$ cat config.mk
export PLATFORM = sky130hd
export DESIGN_NAME = mem_port_arbiter
export DESIGN_NICKNAME = d
export VERILOG_FILES = /design/src/rtl/mem_port_arbiter.sv
export SDC_FILE = /design/constraint.sdc
export NUM_CORES = 1
export LEC_CHECK = 0
export ABC_AREA = 1
export CAP_MARGIN = 15
export CORE_AREA = 8 8 187 189
export CTS_CLUSTER_DIAMETER = 100
export CTS_CLUSTER_SIZE = 16
export DETAILED_ROUTE_END_ITERATION = 8
export DIE_AREA = 0 0 195 197
export GPL_ROUTABILITY_DRIVEN = 0
export GPL_TIMING_DRIVEN = 0
export PLACE_DENSITY_LB_ADDON = 0.12
export SLEW_MARGIN = 20
export SYNTH_ARGS = -nofsm -noshare
export SYNTH_HDL_FRONTEND = slang
export SYNTH_SLANG_ARGS = --single-unit
$ cat constraint.sdc
create_clock -name clk -period 2.5 [get_ports clk]
set_clock_uncertainty 0.15 [all_clocks]
set_input_delay 0.25 -clock clk [delete_from_list [all_inputs] [get_ports clk]]
set_output_delay 0.25 -clock clk [all_outputs]
set_load 0.01 [all_outputs]
$ cat src/rtl/mem_port_arbiter.sv
// Arbitrates instruction-fetch and data ports onto one single-port memory.
// One transaction in flight; data wins unless fetch has waited too long.
module mem_port_arbiter #(
    parameter int MEM_LAT    = 2,
    parameter int STARVE_MAX = 4
) (
    input  logic        clk,
    input  logic        rst,
    input  logic        if_req,
    input  logic [63:0] if_addr,
    output logic        if_gnt,
    output logic [31:0] if_rdata,
    output logic        if_valid,
    input  logic        dm_req,
    input  logic        dm_we,
    input  logic [63:0] dm_addr,
    input  logic [63:0] dm_wdata,
    output logic        dm_gnt,
    output logic [63:0] dm_rdata,
    output logic        dm_valid,
    output logic        mem_en,
    output logic        mem_we,
    output logic [63:0] mem_addr,
    output logic [63:0] mem_wdata,
    input  logic [63:0] mem_rdata,
    output logic        stall_if,
    output logic        stall_mem
);

    localparam logic [3:0] LAT  = 4'(MEM_LAT);
    localparam logic [3:0] SMAX = 4'(STARVE_MAX);

    typedef enum logic {IDLE, BUSY} state_t;

    state_t     state, state_nx;
    logic       own_dm, own_we, own_a2;
    logic [3:0] cnt, starve_cnt;
    logic       if_win, dm_win, issue;
    logic       unused_bits;

    assign unused_bits = ^{if_addr[1:0], dm_addr[2:0]};

    assign if_win = if_req && (!dm_req || starve_cnt >= SMAX);
    assign dm_win = dm_req && !if_win;

    always_comb begin
        state_nx  = state;
        issue     = 1'b0;
        if_gnt    = 1'b0;
        dm_gnt    = 1'b0;
        if_valid  = 1'b0;
        dm_valid  = 1'b0;
        if_rdata  = '0;
        dm_rdata  = '0;
        mem_en    = 1'b0;
        mem_we    = 1'b0;
        mem_addr  = '0;
        mem_wdata = '0;
        unique case (state)
            IDLE: begin
                // Grant is combinational so an idle port issues with no bubble.
                if (!rst && (if_req || dm_req)) begin
                    issue    = 1'b1;
                    mem_en   = 1'b1;
                    if_gnt   = if_win;
                    dm_gnt   = dm_win;
                    mem_we   = dm_win && dm_we;
                    mem_addr = dm_win ? {dm_addr[63:3], 3'b000}
                                      : {if_addr[63:3], 3'b000};
                    if (dm_win)
                        mem_wdata = dm_wdata;
                    state_nx = BUSY;
                end
            end
            BUSY: begin
                if (cnt == 4'd1) begin
                    if_valid = !own_dm;
                    dm_valid = own_dm;
                    if (!own_dm)
                        if_rdata = own_a2 ? mem_rdata[63:32]
                                          : mem_rdata[31:0];
                    if (own_dm && !own_we)
                        dm_rdata = mem_rdata;
                    state_nx = IDLE;
                end
            end
            default: state_nx = IDLE;
        endcase
        stall_if  = if_req && !if_valid;
        stall_mem = dm_req && !dm_valid;
    end

    always_ff @(posedge clk or posedge rst) begin
        if (rst) begin
            state      <= IDLE;
            cnt        <= '0;
            starve_cnt <= '0;
            own_dm     <= 1'b0;
            own_we     <= 1'b0;
            own_a2     <= 1'b0;
        end else begin
            state <= state_nx;
            if (issue) begin
                own_dm <= dm_win;
                own_we <= dm_win && dm_we;
                own_a2 <= if_win && if_addr[2];
                cnt    <= LAT;
            end else if (state == BUSY) begin
                cnt <= cnt - 4'd1;
            end
            if (!if_req || if_gnt)
                starve_cnt <= '0;
            else if (starve_cnt != 4'hF)
                starve_cnt <= starve_cnt + 4'd1;
        end
    end

endmodule

==> results.yml, run 1 <==
global_routing:
  grt_usage_pct: 13.6
  antenna_found_initial: 0
  gr-total-overflow: 0
  grt_pass1_wl_mm: 41.2
  grt_start_max_net_pins: 14
  grt_pass1_vias: 6555
floorplan:
  die_h_um: 197
  boundaryPins: 493
  fp.dieW_um: 195
  core_um2: 32000
  start_util_pct: 10.9
  rows: 66
  die_area_um2: 38400
timing:
  fin_crit_sh_pct: 96.3
  fin_tns_setup_ns: 0
  hold_slack_ns: 0.280
  slew_headroom_pct: 61.9
  tightest_slew_ns: 0.571
  timing.fmax_mhz: 416
  drv_slew: 0
  hold_viol_final: 0
  fin_ws_ns: 0.0933
  setup_violations: 0
  period_minus_slack_ns: 2.41
place:
  dpl_worst_slack_ns: -0.670
  portBuffers: 484
  dp_cells: 1692
  hpwlAfterDp_mm: 24.3
  place_area_um2: 8860
clocking:
  cts_tree: "yes"
  cts_max_path_buffers: 2
  cts_max_level: 1
  ctsRootBufferMaster: "clkbuf_16"
  cts_sinks: 12
  clock_latency_ns: 0.24
  clk_pin_slew_ns: 0.04
  numCtsBuffers: 3
  postCtsHoldBufs: 0
critical_path:
  r2r_start: "state"
  r2r_end: "starve_cnt[3]"
  r2r_setup_slack_ns: 1.01
  cp_cell_sequence: "clkdlybuf4s50_1 -> inv_1 -> o21bai_4 -> buf_4 -> inv_2 -> nand2_2 -> buf_12 -> buf_6 -> nor2_1 -> dlygate4sd2_1"
  worstPathRequired_ns: 2.10
  cpLargestDelayFamily: "buffers and inverters"
  end_kind: "output port"
  reg2reg_depth: 4
  startpoint_type: "input pin"
  cp_slowest_cell: "clkdlybuf4s50_1"
  critPathMaxFanout: 10
  arrival_ns: 2.01
  worst-path-buf-inv: 7
  critPathKind: "in -> out"
  slowest_delay_ns: 0.51
routing:
  finalWirelength_mm: 28.0
  detail-route-antenna-nets: 0
  drt_iter0_drc: 136
  drt-wirelength-per-cell_um: 16.5
  via_per_inst: 3.63
  num_vias: 6163
  drc: 0
  dr.pass1.iters: 4
flow_run:
  drv_cap: 0
logic_synthesis:
  synth_top_area_share_pct: 28.5
  yosys_warnings: 0
  synth_cells: 798
  ys_top_cells_by_area: "nand2_1 29%, nor2_1 28%, inv_1 15%"
  yosysSeqAreaShare_pct: 8.58
  ys_types: 22
  synth.largest_area_cell: "nand2_1"
  ys_ff_latch: 12
  netlist_area_um2: 3500
  syn_area_per_cell_um2: 4.39
outcome:
  outcome: "complete, no violations"
layout:
  stdcell_count: 1700
  final_cell_area_um2: 8890
  antennaDiodeCount: 0
  finalNetCount: 1557
  drive_gt1_share_pct: 8.51
  area_growth_pct: 154
pwr:
  power_frac_seq_pct: 9.9
  switching_share_pct: 49.0
  clkPwrFrac_pct: 10.1
  ir_worst_vdd_v: 0.000189
  internal_power_w: 0.00164
  power_density_nw_per_um2: 361
  p_leak_nw: 5.43
  pwr-share-comb_pct: 80.0
  p_switching_w: 0.00157
worst_hold_path:
  min-delay-path-class: "in -> async"
## registers in the layout, summed over array words and instances, names as in the netlist
signal / flops
state: 1
cnt: 4
own_dm: 1
starve_cnt: 4
own_we: 1
own_a2: 1
## cells in the final DEF, fill, tap and decap left out, types with 2 or more instances in the layout
cell type | synthesis | routed
a21oi_1 | 34 | 34
buf_2 | 11 | 5
buf_4 | 17 | 19
buf_6 | 5 | 11
buf_8 | 0 | 2
clkbuf_1 | 20 | 6
clkbuf_16 | 0 | 3
clkbuf_2 | 0 | 35
clkbuf_4 | 0 | 5
clkbuf_8 | 0 | 2
clkdlybuf4s15_1 | 0 | 29
clkdlybuf4s15_2 | 0 | 6
clkdlybuf4s50_1 | 0 | 265
conb_1 | 1 | 3
dfrtp_1 | 12 | 12
dlygate4sd2_1 | 0 | 132
dlymetal6s2s_1 | 0 | 24
ha_1 | 3 | 3
inv_1 | 141 | 139
inv_2 | 5 | 6
nand2_1 | 266 | 264
nand2_2 | 1 | 2
nand3_1 | 6 | 6
nor2_1 | 261 | 253
nor2_2 | 1 | 8
nor3_1 | 2 | 2
o21ai_0 | 7 | 7
## layout make-up
cell class	count	area, um^2
Clock buffer	4	88.8
Buffer	53	420
Sequential cell	12	300
Timing Repair Buffer	488	4640
Multi-Input combinational cell	589	2380
Tap cell	408	510
Fill cell	3700	23200
Inverter	146	552
## worst max path at each step
stage                 from  depth (start not counted)            end  slack [ns]
floorplan           cnt[1]                          7   if_rdata[22]        0.76
global placement       rst                          9   mem_addr[27]       -0.68
detailed placement     rst                          9   mem_addr[57]       -0.67
CTS                 cnt[1]                          8   if_rdata[12]       -0.02
global route        dm_req                         10  mem_wdata[31]      -0.002
finish              dm_req                         10  mem_wdata[37]        0.09
## routing by layer
| metal | GRT usage, % | share of wire, % | up-vias |
|---|---|---|---|
| met5 | 0 | 0 | - |
| met4 | 1.80 | 0.93 | 0 |
| met3 | 4.61 | 9.1 | 12 |
| met2 | 25.9 | 51 | 300 |
| met1 | 14.7 | 39 | 2602 |
| li1 | - | - | 3249 |
## tightest hold or removal path, stage by stage
cell and delay (ns):
clkdlybuf4s50_1 0.44, clkinvlp_4 0.12, buf_4 0.22
## kinds of logic after synthesis
family | share of synthesized area [%]
AND/OR/NAND/NOR | 58.5
XOR/XNOR | 0.500
adder cells (fa/ha/maj) | 1.07
AO/OA/AOI/OAI | 6.61
other | 0.107
buffers and inverters | 24.6
flip-flops | 8.58
## repair_timing
item,CTS,global route
resized for setup,262,112
pin swaps,1,0
setup buffers,4,0
setup endpoints to repair,224,97
cloned,0,0
## synthesized netlist by cell type
| library cell | count |
|---|---|
| nand2_1 | 266 |
| nor2_1 | 261 |
| inv_1 | 141 |
| a21oi_1 | 34 |
| clkbuf_1 | 20 |
| buf_4 | 17 |
| dfrtp_1 | 12 |
| buf_2 | 11 |
| o21ai_0 | 7 |
| nand3_1 | 6 |
| buf_6 | 5 |
| inv_2 | 5 |
| ha_1 | 3 |
| nor3_1 | 2 |
| conb_1 | 1 |
| nand2_2 | 1 |
| nand3_4 | 1 |
| nor2_2 | 1 |
| o21bai_1 | 1 |
| o21bai_4 | 1 |
| xnor2_1 | 1 |
| xor2_1 | 1 |
## power groups by stage
stage,registers (W),logic [W],clock network [W]
after floorplan,0.000307,0.00123,0
after global placement,0.000318,0.00270,0
after detailed placement,0.000320,0.00269,0
after CTS,0.000318,0.00263,0.000336
after global routing,0.000328,0.00289,0.000344
final,0.000317,0.00257,0.000324
## stage by stage
| step | util, % | total power [W] |
|---|---|---|
| finish | 27.7 | 0.00321 |
| global route | 27.7 | 0.00356 |
| CTS | 27.7 | 0.00328 |
| detailed placement | 27.7 | 0.00302 |
| global placement | 27.7 | 0.00302 |
| floorplan | - | 0.00154 |
Note: power is estimated with default switching activity, not from simulation.
==> inputs of run 2 (changes only) <==
==> config.mk (replaced) <==
export PLATFORM = sky130hd
export DESIGN_NAME = mem_port_arbiter
export DESIGN_NICKNAME = d
export VERILOG_FILES = /design/src/rtl/mem_port_arbiter.sv
export SDC_FILE = /design/constraint.sdc
export NUM_CORES = 1
export LEC_CHECK = 0
export CAP_MARGIN = 15
export CORE_AREA = 8 8 188 190
export CTS_CLUSTER_DIAMETER = 100
export CTS_CLUSTER_SIZE = 16
export DETAILED_ROUTE_END_ITERATION = 8
export DIE_AREA = 0 0 196 198
export GPL_ROUTABILITY_DRIVEN = 0
export GPL_TIMING_DRIVEN = 0
export PLACE_DENSITY_LB_ADDON = 0.12
export SLEW_MARGIN = 25
export SYNTH_ARGS = -nofsm -noshare
export SYNTH_HDL_FRONTEND = slang
export SYNTH_SLANG_ARGS = --single-unit
==> run 2 against run 1 <==
Core utilization fell by 0.46 points. Synthesized area shrank 3.0%. Flip-flop and latch count did not move. Clock power down 12%. Global-route usage is 0.43 points higher. First-iteration DRC count up 1.5%. Cell count shrank 17%. Largest power group unchanged.
==> results.yml, run 2 <==
timing:
  tightest_slew_ns: 0.509
  fin_ws_ns: 0.0732
  slew_headroom_pct: 66.0
  hold_viol_final: 0
  rsz0062_at_grt: "yes"
  drv_slew: 0
  fin_crit_sh_pct: 97.1
  timing.fmax_mhz: 412
  period_minus_slack_ns: 2.43
  setup_violations: 0
logic_synthesis:
  ys_top_cells_by_area: "and2_1 24%, a32oi_1 16%, and3_1 12%"
  synth_ff_type: "dfrtp_1"
  synth.largest_area_cell: "and2_1"
  yosysSeqAreaShare_pct: 8.84
  async_flop_share_pct: 100
  netlist_area_um2: 3400
  yosys_warnings: 0
  ys_types: 40
  ys_ff_latch: 12
  syn_area_per_cell_um2: 6.61
  synth_cells: 514
  synth_top_area_share_pct: 23.6
  synthTopCellsByCount: "128 x and2_1, 100 x nor2_1, 66 x and3_1, 61 x a32oi_1, 39 x clkbuf_1"
  synth_edf_count: 0
  yosysMostFrequentCell: "and2_1"
layout:
  finalNetCount: 1274
  stdcell_count: 1419
  layout_commonest_cell: "clkdlybuf4s50_1"
  layout_common_cells: "268 x clkdlybuf4s50_1, 126 x and2_1, 119 x dlygate4sd2_1, 100 x nor2_1, 66 x and3_1"
  fill_cells: 3593
  area_growth_pct: 159
  reg_top3: "cnt x4, starve_cnt x4"
  drive_gt1_share_pct: 14.9
critical_path:
  arrival_ns: 2.03
  startpoint_type: "register"
  critPathMaxFanout: 10
  critPathKind: "reg -> out"
  end_kind: "output port"
  worstPathRequired_ns: 2.10
  r2r_setup_slack_ns: 0.72
clocking:
  ctsRootBufferMaster: "clkbuf_16"
  cts_max_path_buffers: 2
  cts_sinks: 12
  cts_max_level: 1
  numCtsBuffers: 3
  postCtsHoldBufs: 0
  clock_latency_ns: 0.24
  clk_pin_slew_ns: 0.04
  cts_tree: "yes"
global_routing:
  antenna_found_initial: 3
  grt_pass1_vias: 6144
  grt_usage_pct: 14.1
  grt_pass1_wl_mm: 41.6
  grt_start_max_net_pins: 13
  gr-total-overflow: 0
routing:
  drt-wirelength-per-cell_um: 20.9
  dr.pass1.iters: 4
  drc: 0
  via_per_inst: 4.00
  drt_iter0_drc: 138
  finalWirelength_mm: 29.7
  detail-route-antenna-nets: 0
  num_vias: 5677
place:
  dpl_worst_slack_ns: -0.955
  hpwlAfterDp_mm: 25.4
  portBuffers: 484
  dp_cells: 1408
floorplan:
  core_um2: 32200
  die_area_um2: 38800
  die_h_um: 198
  fp.dieW_um: 196
  rows: 66
  start_util_pct: 10.5
  boundaryPins: 493
outcome:
  outcome: "complete, no violations"
flow_run:
  drv_cap: 0
worst_hold_path:
  min-delay-path-class: "in -> async"
pwr:
  power_density_nw_per_um2: 339
  ir_worst_vdd_v: 0.000215
  p_leak_nw: 4.53
run 2: cell type report:
cell class | count | area, um^2 | share of cell area, %
plain buffers | 65 | 492 | 5.60
multi-input cells | 432 | 2840 | 32.4
diodes | 3 | 7.51 | 0.0854
inverters | 6 | 22.5 | 0.256
flip-flops and latches | 12 | 300 | 3.42
clock buffers | 3 | 75.1 | 0.854
well taps | 408 | 510 | 5.81
repair buffers | 490 | 4540 | 51.6
run 2: path summary, 6_finish.rpt:
kind,from,end,cells after the start
max in group asynchronous,rst,own_a2,2
min in group clk,cnt[3],cnt[3],1
min reg2reg,cnt[3],cnt[3],1
max,starve_cnt[2],mem_wdata[12],6
max reg2reg,state,own_dm,7
min,rst,cnt[0],2
run 2: kinds of logic after synthesis:
| logic type | Yosys count | share of synthesized area (%) |
|---|---|---|
| AOI/OAI and AO/OA | 74 | 18.8 |
| adders and majority gates | 3 | 1.11 |
| and+or+nand+nor | 317 | 51.5 |
| muxes | 33 | 9.73 |
| buffers and inverters | 72 | 9.40 |
| other | 1 | 0.110 |
| DFF | 12 | 8.84 |
| xor gates and xnor gates | 2 | 0.516 |
run 2: repair_timing:
action,4_1_cts,5_1_grt
endpoints found under the setup margin,228,122
pin swaps,1,1
gates resized for setup,316,156
buffers inserted,6,0
hold endpoints to repair,0,0
run 2: power by group:
group / leakage, nW / switching (W) / total [W] / internal, W
clock network: 0.0370 / 0.0000781 / 0.000286 / 0.000208
logic: 4.34 / 0.00117 / 0.00238 / 0.00121
registers: 0.151 / 0.0000517 / 0.000316 / 0.000264
total: 4.53 / 0.00130 / 0.00298 / 0.00168
run 2: routing by layer:
metal	GRT usage, %	share of wire (%)	wire length, um	up-vias
li1	-	-	-	2791
met1	15.4	39	11700	2602
met2	26.0	50	14900	270
met3	5.04	8.9	2630	14
met4	2.44	1.4	401	0
met5	0	0	0	-
run 2: through the flow:
step                      area (um^2)  total power (W)  setup TNS, ns  hold slack [ns]  utilization [%]
after floorplan                  3400          0.00142              0          -0.0353                -
after global placement           8760          0.00282        -107.07            0.351             27.2
after detailed placement         8760          0.00281        -104.99            0.364             27.2
after CTS                        8900          0.00304         -0.256            0.337             27.6
after global routing             8790          0.00322         -0.160            0.379             27.3
final                            8790          0.00298              0            0.318             27.3
run 2: critical path: stages (launching register included):
cell	delay, ns
dfrtp_1	0.36
buf_6	0.13
o21ai_4	0.21
and2_4	0.18
clkbuf_4	0.18
and3_1	0.16
clkdlybuf4s50_1	0.55
